File: src/rtl/hub75_scanner.sv
// HUB75 read-side scanner: walks the display bank, shifts one
// bit-plane per row pass and shows it with binary code modulation.
module hub75_scanner #(
  parameter int BITS_PER_PIXEL = 12,
  parameter int PANEL_WIDTH    = 64,
  parameter int PANEL_ROWS     = 16,
  parameter int BASE_CYCLES    = 4
) (
  input  logic clk,
  input  logic reset_n,
  output logic [$clog2(PANEL_ROWS)+$clog2(PANEL_WIDTH)-1:0] read_addr,
  output logic read_en,
  input  logic [BITS_PER_PIXEL-1:0] read_data_top,
  input  logic [BITS_PER_PIXEL-1:0] read_data_bottom,
  output logic hub75_r0,
  output logic hub75_g0,
  output logic hub75_b0,
  output logic hub75_r1,
  output logic hub75_g1,
  output logic hub75_b1,
  output logic hub75_clk,
  output logic hub75_latch,
  output logic hub75_oe_n,
  output logic [$clog2(PANEL_ROWS)-1:0] hub75_row,
  output logic frame_done
);

  localparam int BPC   = BITS_PER_PIXEL / 3;
  localparam int COL_W = $clog2(PANEL_WIDTH);
  localparam int ROW_W = $clog2(PANEL_ROWS);
  localparam int PL_W  = (BPC > 1) ? $clog2(BPC) : 1;
  localparam int CNT_W = $clog2((BASE_CYCLES << (BPC - 1)) + 1);
  localparam int IDX_W = $clog2(BITS_PER_PIXEL);

  localparam logic [COL_W-1:0] LAST_COL   = COL_W'(PANEL_WIDTH - 1);
  localparam logic [ROW_W-1:0] LAST_ROW   = ROW_W'(PANEL_ROWS - 1);
  localparam logic [PL_W-1:0]  LAST_PLANE = PL_W'(BPC - 1);

  typedef enum logic [2:0] {
    SHIFT_ADDR,
    SHIFT_DATA,
    SHIFT_CLK,
    BLANK,
    LATCH,
    UNLATCH,
    DISPLAY
  } state_t;

  state_t state_q, state_d;

  logic [COL_W-1:0] col_q, col_d;
  logic [ROW_W-1:0] row_q, row_d;
  logic [PL_W-1:0]  plane_q, plane_d;
  logic [CNT_W-1:0] cnt_q, cnt_d;
  logic             wrap;

  logic [IDX_W-1:0] r_idx, g_idx, b_idx;
  logic [5:0]       rgb_now, rgb_q;

  logic             en_q;
  logic             sclk_q;
  logic             latch_q;
  logic             oe_n_q;
  logic [ROW_W-1:0] row_out_q;
  logic             fd_q;

  // Select the current bit-plane from each colour field
  assign b_idx = IDX_W'(plane_q);
  assign g_idx = IDX_W'(BPC) + IDX_W'(plane_q);
  assign r_idx = IDX_W'(2 * BPC) + IDX_W'(plane_q);

  assign rgb_now = {
    read_data_top[r_idx],
    read_data_top[g_idx],
    read_data_top[b_idx],
    read_data_bottom[r_idx],
    read_data_bottom[g_idx],
    read_data_bottom[b_idx]
  };

  // Next-state and counter advance
  always_comb begin
    state_d = state_q;
    col_d   = col_q;
    row_d   = row_q;
    plane_d = plane_q;
    cnt_d   = cnt_q;
    wrap    = 1'b0;
    unique case (state_q)
      SHIFT_ADDR: state_d = SHIFT_DATA;
      SHIFT_DATA: state_d = SHIFT_CLK;
      SHIFT_CLK: begin
        if (col_q == LAST_COL) begin
          col_d   = '0;
          state_d = BLANK;
        end else begin
          col_d   = col_q + 1'b1;
          state_d = SHIFT_ADDR;
        end
      end
      BLANK: state_d = LATCH;
      LATCH: state_d = UNLATCH;
      UNLATCH: begin
        cnt_d   = CNT_W'(BASE_CYCLES) << plane_q;
        state_d = DISPLAY;
      end
      DISPLAY: begin
        if (cnt_q <= CNT_W'(1)) begin
          cnt_d   = '0;
          state_d = SHIFT_ADDR;
          if (plane_q == LAST_PLANE) begin
            plane_d = '0;
            row_d   = row_q + 1'b1;
            wrap    = (row_q == LAST_ROW);
          end else begin
            plane_d = plane_q + 1'b1;
          end
        end else begin
          cnt_d = cnt_q - 1'b1;
        end
      end
      default: state_d = SHIFT_ADDR;
    endcase
  end

  // State and scan position registers
  always_ff @(posedge clk or negedge reset_n) begin
    if (!reset_n) begin
      state_q <= SHIFT_ADDR;
      col_q   <= '0;
      row_q   <= '0;
      plane_q <= '0;
      cnt_q   <= '0;
    end else begin
      state_q <= state_d;
      col_q   <= col_d;
      row_q   <= row_d;
      plane_q <= plane_d;
      cnt_q   <= cnt_d;
    end
  end

  // Panel controls registered from the state being entered
  always_ff @(posedge clk or negedge reset_n) begin
    if (!reset_n) begin
      en_q      <= 1'b0;
      sclk_q    <= 1'b0;
      latch_q   <= 1'b0;
      oe_n_q    <= 1'b1;
      row_out_q <= '0;
      fd_q      <= 1'b0;
    end else begin
      en_q    <= 1'b1;
      sclk_q  <= (state_d == SHIFT_CLK);
      latch_q <= (state_d == LATCH);
      oe_n_q  <= (state_d != DISPLAY);
      fd_q    <= wrap;
      if (state_d == LATCH) begin
        row_out_q <= row_q;
      end
    end
  end

  // Hold the shifted pixel bits through the shift-clock high phase
  always_ff @(posedge clk or negedge reset_n) begin
    if (!reset_n) begin
      rgb_q <= '0;
    end else if (state_q == SHIFT_DATA) begin
      rgb_q <= rgb_now;
    end
  end

  assign read_addr   = {row_q, col_q};
  assign read_en     = en_q;
  assign hub75_clk   = sclk_q;
  assign hub75_latch = latch_q;
  assign hub75_oe_n  = oe_n_q;
  assign hub75_row   = row_out_q;
  assign frame_done  = fd_q;

  assign {hub75_r0, hub75_g0, hub75_b0,
          hub75_r1, hub75_g1, hub75_b1} =
    (state_q == SHIFT_DATA) ? rgb_now : rgb_q;

endmodule

File: config.mk
export PLATFORM = sky130hd
export DESIGN_NAME = hub75_scanner
export DESIGN_NICKNAME = d
export VERILOG_FILES = /design/src/rtl/hub75_scanner.sv
export SDC_FILE = /design/constraint.sdc
export NUM_CORES = 1
export LEC_CHECK = 0
export CAP_MARGIN = 20
export CELL_PAD_IN_SITES_DETAIL_PLACEMENT = 1
export CELL_PAD_IN_SITES_GLOBAL_PLACEMENT = 1
export CORE_AREA = 2 2 80 67
export DETAILED_ROUTE_END_ITERATION = 10
export DIE_AREA = 0 0 82 69
export PLACE_DENSITY_LB_ADDON = 0.1
export SLEW_MARGIN = 40
export SYNTH_ARGS = -nofsm -noshare
export SYNTH_HDL_FRONTEND = slang
export SYNTH_SLANG_ARGS = --single-unit
export TNS_END_PERCENT = 1
File: constraint.sdc
create_clock -name clk -period 5.8 [get_ports clk]
set_clock_uncertainty 0.2 [all_clocks]
set_input_delay 0.87 -clock clk [delete_from_list [all_inputs] [get_ports clk]]
set_output_delay 0.87 -clock clk [all_outputs]
set_load 0.1 [all_outputs]
==> metrics, run 1 <==
H-tree level count=2; die area=5660 um^2; measured slew at the worst slew-check pin=0.534 ns; most frequent cell after synthesis=dfrtp_1; Pwr Total=0.525 mW; drc violations=0; routed vias=1473; Switching Fraction=23.6%; antenna diode count=0; die extent in x=82 um; Area Overhead vs Synth=29.2%; multi-input combinational cell area=890 um^2; Synth Area in Adders=5.43%; Routed Antenna Nets=0; RSZ-0062 raised after global routing=no; Clock Tree Buf Depth=2; setup TNS=0 ns; GRT Total Usage=17.1%; Post-Synth XOR/XNOR Area=2.37%; GPL Wtd Cong=0.742; Final nets=254; Clk pwr share=42.4%; register area share after synthesis=48.9%; Worst-path clk slew=0.07 ns; proportion of synthesized area in mux cells=13.4%; Post-synth ARST share=100%; Yosys cell types=43; Startpoint Class=primary input; drt first pass iters=4; count of state elements after synthesis=36; Std-Cell Rows=23; cts hold-fix bufs=0; WP data required=4.73 ns; Initial DRC Count=44; period utilisation layout=58.7%; vias in the first global route=1592; Final min period=3.40 ns; top cell type's share of synthesized area=47.5%; starting density of the core=38.1%; # Post-CTS Setup Buffers=0; IO buf count=50; syn avg cell area=11.0 um^2; CP arrival=2.33 ns; ratio of cells with drive above 1 in the final layout=27.1%; clock root buffer master=clkbuf_8; cts bufs inserted=5; slowest CP cell=mux4_2; Fmax=294 MHz; Mapped Nets=202; Top-Level Pins=51; die height=69 um; worst skew pair latency=0.29 ns; cell internal pwr=0.401 mW; NetSw=0.124 mW; Core ar.=4830 um^2; Post-synth top cells=dfrtp_1 (35), nand2_1 (27), o21ai_0 (12); Main synth FF type=dfrtp_1; Compound-Gate Fraction of Synth Area=10.3%; MaxCap Viol Count=0; routed len/inst=15.2 um; pwr/cell area=220 nW/um^2; crit-path cells=clkdlybuf4s50_1, mux4_2, mux2_2, buf_2; CTS tree=yes; CP Max Fanout=2; sequential cell area=902 um^2; Resized Gates After CTS=0; status=complete, no violations; number of synthesized flops with an enable pin=0; remaining global-route overflow=0; Synth Warn #=0; antenna violations before repair=0; Hold Crit Class=register to register; Yosys top cell by area=dfrtp_1; Slew Viols, Final=0; Mapped Cells=168; Detailed Place HPWL=3210 um; Relative slew margins=64.4%; Post-Syn Area=1840 um^2; routed vias/inst=5.20; final WL=4290 um; Simple-Gate Fraction of Synth Area=16.5%; fraction of power consumed by sequential logic=48.4%; leakage=1.11 nW; wire length of the first global-routing pass=7510 um; largest net degree at the start of global routing=37; Clock Sinks=36; Combinational Power Share=9.2%; crit end category=primary output; top post-synthesis cells by area=dfrtp_1 (47%), mux4_2 (7.3%), mux2_2 (6.1%), nand2_1 (5.5%), ha_1 (5.4%); Crit Path Category=primary input to primary output; dominant combinational cell family by area after synthesis=simple AND/OR/NAND/NOR gates; VDD IR-drop max=0.109 mV; Hold Vio Cnt, Final=0; setup violators final=0; # fillers=554; crit-path max cell delay=0.47 ns
-- cell families after synthesis --
family,count (synthesis)
compound gates,30
xor+xnor,5
fa+ha+maj,8
buf+inv,13
flops,36
mux,16
other cells,1
simple gates,59
-- metal layers --
layer	global-route usage (%)	wire (um)	vias up
met1	22.3	1950	735
met2	27.7	2120	37
li1	-	-	694
met4	5.56	57	0
met5	0	0	-
met3	3.93	171	7
-- critical path, delay by kind of cell --
| kind | cells | cell delay [ns] |
|---|---|---|
| mux | 2 | 0.77 |
| buf+inv | 2 | 0.70 |
-- power by group through the flow --
| stage | Combinational, mW | Clock, mW | Sequential, mW |
|---|---|---|---|
| CTS | 0.0492 | 0.229 | 0.254 |
| floorplan | 0.0219 | 0 | 0.261 |
| detailed placement | 0.0492 | 0 | 0.259 |
| global route | 0.0517 | 0.240 | 0.254 |
| global placement | 0.0506 | 0 | 0.259 |
| finish | 0.0484 | 0.222 | 0.254 |
-- through the flow --
stage / util (%) / hold WS, ns / cell area (um^2) / instances / setup slack, ns
2_1_floorplan: - / 0.272 / 1840 / 168 / 2.93
3_3_place_gp: 49.5 / 0.262 / 2390 / 275 / 1.75
3_5_place_dp: 46.9 / 0.268 / 2270 / 275 / 2.38
4_1_cts: 49.2 / 0.289 / 2380 / 283 / 2.38
5_1_grt: 49.3 / 0.306 / 2380 / 283 / 2.36
6_report: 49.3 / 0.282 / 2380 / 283 / 2.40
-- state kept, by name (all words and copies together) (netlist names) --
register / cells
cnt_q: 6
col_q: 6
rgb_q: 6
hub75_row: 4
row_q: 4
state_q: 3
plane_q: 2
frame_done: 1
hub75_clk: 1
hub75_latch: 1
hub75_oe_n: 1
read_en: 1
-- layout by cell type, fill, tap and decap left out, types with 2 or more instances in the layout --
cell and n:
mux2_2 10, dfrtp_1 35, nand3b_1 2, a21o_1 2, ha_1 8, nor3_1 3
mux4_2 6, nand2b_1 2, clkdlybuf4s50_1 24, buf_2 25, xnor2_1 4, clkbuf_8 5
nor2_1 8, inv_1 8, nand4_1 3, nand2_1 27, o21ai_0 12, a21oi_1 6
nand3_1 2, or2_2 3
-- layout make-up --
| cell class | count | share of cell area (%) |
|---|---|---|
| multi-input combinational | 119 | 37.3 |
| clock buffer | 5 | 2.89 |
| timing repair buffer | 50 | 15.6 |
| tap | 62 | 3.25 |
| sequential | 36 | 37.8 |
| inverter | 8 | 1.26 |
| clock inverter | 3 | 1.78 |
-- worst paths after layout --
check	startpoint	end	slack (ns)	cells past startpoint
hold reg to reg	hub75_row[0]	hub75_row[0]	0.28	2
max in group asynchronous	reset_n	hub75_oe_n	4.73	1
min in group asynchronous	reset_n	cnt_q[4]	0.33	1
hold / removal	hub75_row[0]	hub75_row[0]	0.28	2
setup reg to reg	plane_q[0]	row_q[1]	3.62	4
setup / recovery	read_data_bottom[3]	hub75_b1	2.40	4
Note: power is estimated with default switching activity, not from simulation.
==> run 2: changes to the inputs <==
CORE_AREA = 2 2 82 69   (was 2 2 80 67)
DIE_AREA = 0 0 84 71   (was 0 0 82 69)
clock period = 3.5 ns   (was 5.8 ns; I/O delays follow)
==> metrics, run 2 (same netlist as run 1, synthesis figures left out) <==
status=complete, but fails checks; failing checks=negative hold slack; drc violations=0 (unchanged); die extent in x=84 um (+2.4%); H-tree level count=2 (unchanged); IO buf count=50 (unchanged); sequential cell area=902 um^2 (unchanged); Worst-path clk slew=0.08 ns (about the same); crit-path max cell delay=0.69 ns (+0.22 ns); biggest regs=cnt_q (6), col_q (6), rgb_q (6); vias in the first global route=1607 (+0.94%); Relative slew margins=63.8% (-0.66 points); Hold Crit Class=primary input to asynchronous set/reset pin; measured slew at the worst slew-check pin=0.544 ns (+0.00985 ns); VDD IR-drop max=0.219 mV (+100%); largest net degree at the start of global routing=37 (unchanged); commonest cells after routing, fill and taps aside=dfrtp_1 (35), nand2_1 (27), clkdlybuf4s50_1 (24); CP arrival=2.07 ns (-0.26 ns); worst skew pair latency=0.29 ns (about the same); Core ar.=5190 um^2 (+7.5%); setup TNS=0 ns (unchanged); placed insts=278 (+1.1%); routed vias=1467 (-0.41%); routed vias/inst=5.13 (-1.5%); Slew Viols, Final=0 (unchanged); cts bufs inserted=5 (unchanged); die area=5960 um^2 (+5.4%); drt first pass iters=4 (unchanged); leakage=1.11 nW (+0.56%); final WL=4360 um (+1.5%); antenna violations before repair=0 (unchanged); placed instance area=2310 um^2 (+1.6%); antenna diode count=0 (unchanged); cts hold-fix bufs=0 (unchanged); crit-path cells=mux4_2, mux2_2, buf_4; Fmax=358 MHz; # Post-CTS Setup Buffers=0 (unchanged); die height=71 um (+2.9%); WP data required=2.77 ns (-1.96 ns); Clock Tree Buf Depth=2 (unchanged); Routed Antenna Nets=0 (unchanged); Detailed Place HPWL=3290 um (+2.4%); CP Max Fanout=11 (+9); ratio of cells with drive above 1 in the final layout=27.1% (unchanged); Std-Cell Rows=24 (+4.3%); wire length of the first global-routing pass=7600 um (+1.2%); crit end category=primary output; Initial DRC Count=50 (+14%); MaxCap Viol Count=0 (unchanged); pwr/cell area=360 nW/um^2 (+64%); CTS tree=yes; slowest CP cell=dfrtp_1; routed len/inst=15.2 um (+0.40%); Final nets=254 (unchanged); RSZ-0062 raised after global routing=no; Hold Vio Cnt, Final=32 (+32); final core occ=46.6% (-2.7 points); GPL Wtd Cong=0.746 (+0.53%); setup violators final=0 (unchanged); period utilisation layout=79.9%; GRT Total Usage=15.9% (-1.2 points); # fillers=582 (+5.1%); Crit Path Category=register to primary output; Final min period=2.80 ns; remaining global-route overflow=0 (unchanged); starting density of the core=35.5% (-2.6 points); Hold WS=-0.0114 ns (-0.294 ns); most common cell after layout, fill and taps aside=dfrtp_1; final setup margin=0.705 ns (-1.69 ns); Area Overhead vs Synth=31.2%; post-route insts no fill=286 (+1.1%); final instance area=2420 um^2 (+1.5%); clock root buffer master=clkbuf_8; multi-input combinational cell area=890 um^2 (unchanged); Clock Sinks=36 (unchanged); Top-Level Pins=51 (unchanged); Startpoint Class=register; Resized Gates After CTS=0 (unchanged); Place WS=0.827 ns (-1.55 ns)
run 2: cell count changes in the layout (fill, tap and decap cells not counted):
cell | before | now
buf_4 | 1 | 14
buf_2 | 25 | 12
run 2: power breakdown:
group | internal (mW) | switching (mW)
logic | 0.0357 | 0.0470
clock network | 0.211 | 0.157
registers | 0.420 | 0.00101
total | 0.666 | 0.205
run 2: worst paths after layout:
kind,startpoint,endpoint,slack [ns],depth (start not counted)
setup / recovery,plane_q[0],hub75_g0,0.70,3
hold / removal,reset_n,hub75_row[2],-0.01,1
setup reg to reg,plane_q[0],row_q[1],1.32,4
hold reg to reg,hub75_row[3],hub75_row[3],0.28,2
max in group asynchronous,reset_n,hub75_oe_n,2.76,1
min in group clk,hub75_row[3],hub75_row[3],0.28,2
run 2: layer usage:
| metal | vias to the layer above | track usage (%) | wire, um |
|---|---|---|---|
| li1 | 695 | - | - |
| met1 | 725 | 19.2 | 1950 |
| met2 | 41 | 28.4 | 2130 |
| met3 | 6 | 4.67 | 248 |
| met4 | 0 | 3.76 | 35 |
| met5 | - | 0 | 0 |
run 2: layout make-up:
type | instances | share of cell area, %
inverter | 8 | 1.24
tap | 65 | 3.36
timing repair buffer | 50 | 16.8
sequential | 36 | 37.3
multi-input combinational | 119 | 36.8
clock buffer | 5 | 2.84
clock inverter | 3 | 1.76
run 2: through the flow:
stage | hold slack (ns) | total power, mW
after floorplan | 0.0294 | 0.469
after global placement | 0.261 | 0.511
after detailed placement | 0.273 | 0.513
after CTS | 0.159 | 0.882
after global routing | 0.0156 | 0.903
final | -0.0114 | 0.871
run 2: worst max-delay path, delay by kind of cell (launching register included):
family | cells | cell delay [ns]
mux | 2 | 0.86
buf+inv | 1 | 0.24
flops | 1 | 0.69
==> run 3: changes to the inputs <==
CORE_AREA = 2 2 87 72   (was 2 2 82 69)
DIE_AREA = 0 0 89 74   (was 0 0 84 71)
clock period = 2.55 ns   (was 3.5 ns; I/O delays follow)
==> metrics, run 3 (same netlist as run 1, synthesis figures left out) <==
final core occ=44.3% (-2.3 points); H-tree level count=2 (unchanged); # Post-CTS Setup Buffers=0 (unchanged); routed vias/inst=4.94 (-3.6%); Clock Tree Buf Depth=2 (unchanged); Hold Crit Class=register to register; starting density of the core=32.0% (-3.5 points); CP arrival=1.85 ns (-0.22 ns); status=complete, no violations; setup violators final=0 (unchanged); vias in the first global route=1669 (+3.9%); commonest cells after routing, fill and taps aside=dfrtp_1 (34), nand2_1 (27), clkdlybuf4s50_1 (24); wire length of the first global-routing pass=7690 um (+1.3%); Routed Antenna Nets=0 (unchanged); final WL=4560 um (+4.6%); IO buf count=50 (unchanged); Final min period=2.43 ns; die extent in x=89 um (+6.0%); Std-Cell Rows=25 (+4.2%); WP data required=1.97 ns (-0.80 ns); Reg2Reg Setup Slack=0.43 ns (-0.89 ns); Hold Vio Cnt, Final=0 (-100%); Startpoint Class=register; crit-path cells=mux4_2, mux2_2, buf_12; routed len/inst=15.0 um (-1.6%); die area=6590 um^2 (+10%); RSZ-0062 raised after global routing=no; crit-path max cell delay=0.54 ns (-0.15 ns); GRT Total Usage=15.5% (-0.47 points); Worst-path clk slew=0.07 ns (about the same); slowest CP cell=dfrtp_2; clock root buffer master=clkbuf_8; drt first pass iters=4 (unchanged); Clock Sinks=36 (unchanged); FF-to-FF End=cnt_q[2]; ratio of cells with drive above 1 in the final layout=26.9% (-0.24 points); antenna diode count=0 (unchanged); drc violations=0 (unchanged); biggest regs=cnt_q (6), col_q (6), rgb_q (6); worst hold path endpoint=hub75_row[2]; VDD IR-drop max=0.210 mV (-4.1%); remaining global-route overflow=0 (unchanged); routed vias=1503 (+2.5%); Buf/Inv on CP=1 (unchanged); pwr/cell area=442 nW/um^2 (+23%); largest net degree at the start of global routing=37 (unchanged); MaxCap Viol Count=0 (unchanged); Detailed Place HPWL=3570 um (+8.4%); setup TNS=0 ns (unchanged); hold depth=2; cell family with the largest share of critical-path delay=multiplexers; Initial DRC Count=35 (-30%); leakage=1.15 nW (+2.7%); reg2reg start=cnt_q[0]; Core ar.=5760 um^2 (+11%); antenna violations before repair=0 (unchanged); Final nets=256 (+0.79%); Slew Viols, Final=0 (unchanged); cts bufs inserted=5 (unchanged); most common cell after layout, fill and taps aside=dfrtp_1; Area Overhead vs Synth=38.1%; Hold Startpoint=hub75_row[2]; die height=74 um (+4.2%); period utilisation layout=95.5%; Crit Path Category=register to primary output; crit end category=primary output; Top-Level Pins=51 (unchanged); CP Max Fanout=11 (unchanged); Fmax=411 MHz; GPL Wtd Cong=0.782 (+4.9%); R2R depth=6 (+2); CTS tree=yes; worst skew pair latency=0.28 ns (about the same)
run 3: cell count changes in the layout (fill, tap and decap cells not counted), sizes merged:
| cell | before | now |
|---|---|---|
| clkbuf | 5 | 8 |
| buf | 26 | 27 |
| bufinv | 1 | 0 |
| clkinv | 1 | 0 |
| clkinvlp | 1 | 0 |
| dlygate4sd3 | 0 | 1 |
run 3: what timing repair did:
action / CTS / global route
endpoints found under the hold margin: 0 / 35
endpoints found under the setup margin: 6 / 6
cloned: 0 / 0
gates resized for setup: 1 / 1
hold buffers: 0 / 1
pin swaps: 0 / 0
run 3: through the flow:
step	setup WS, ns	hold WS (ns)	std cells	power (mW)	cell area (um^2)
finish	0.115	0.282	304	1.13	2550
CTS	0.0612	0.0288	303	1.14	2530
global placement	0.244	0.263	295	0.718	2440
detailed placement	0.220	0.277	295	0.721	2440
floorplan	0.213	-0.113	168	0.644	1840
global route	0.0266	0.330	304	1.18	2550
run 3: power breakdown:
part | internal (mW) | total (mW) | switching, mW
Combinational | 0.0633 | 0.132 | 0.0684
Sequential | 0.576 | 0.578 | 0.00133
Clock | 0.220 | 0.416 | 0.195
run 3: metal layers:
metal  part of all wire [%]  up-vias  routed length [um]  global-route usage, %
met2                     50       52                2290                   27.0
met4                   0.97        0                  44                   5.31
met1                     43      747                1940                   17.9
met5                      0        -                   0                      0
li1                       -      698                   -                      -
met3                    6.1        6                 279                   5.11
run 3: worst reg2reg max path: cells and delay by family (launching register included):
family	cells	cell delay, ns
AOI/OAI and AO/OA	3	0.75
adders and majority gates	1	0.25
buffers and inverters	1	0.07
and+or+nand+nor	1	0.32
DFF	1	0.42
run 3: worst max path at each step:
stage,depth (start not counted),startpoint,slack (ns),endpoint
6_report,3,plane_q[0],0.12,hub75_g1
5_1_grt,3,plane_q[0],0.03,hub75_g1
3_3_place_gp,4,read_data_bottom[11],0.24,hub75_r1
4_1_cts,4,state_q[0],0.06,hub75_g1
2_1_floorplan,5,col_q[0],0.21,state_q[1]
3_5_place_dp,3,plane_q[0],0.22,hub75_g1
run 3: final cells by class:
type / count / area (um^2)
multi-input cells: 119 / 895
clock buffers: 8 / 90.1
well taps: 81 / 101
flip-flops and latches: 36 / 903
repair buffers: 52 / 528
fillers: 645 / 3210
inverters: 8 / 30.0
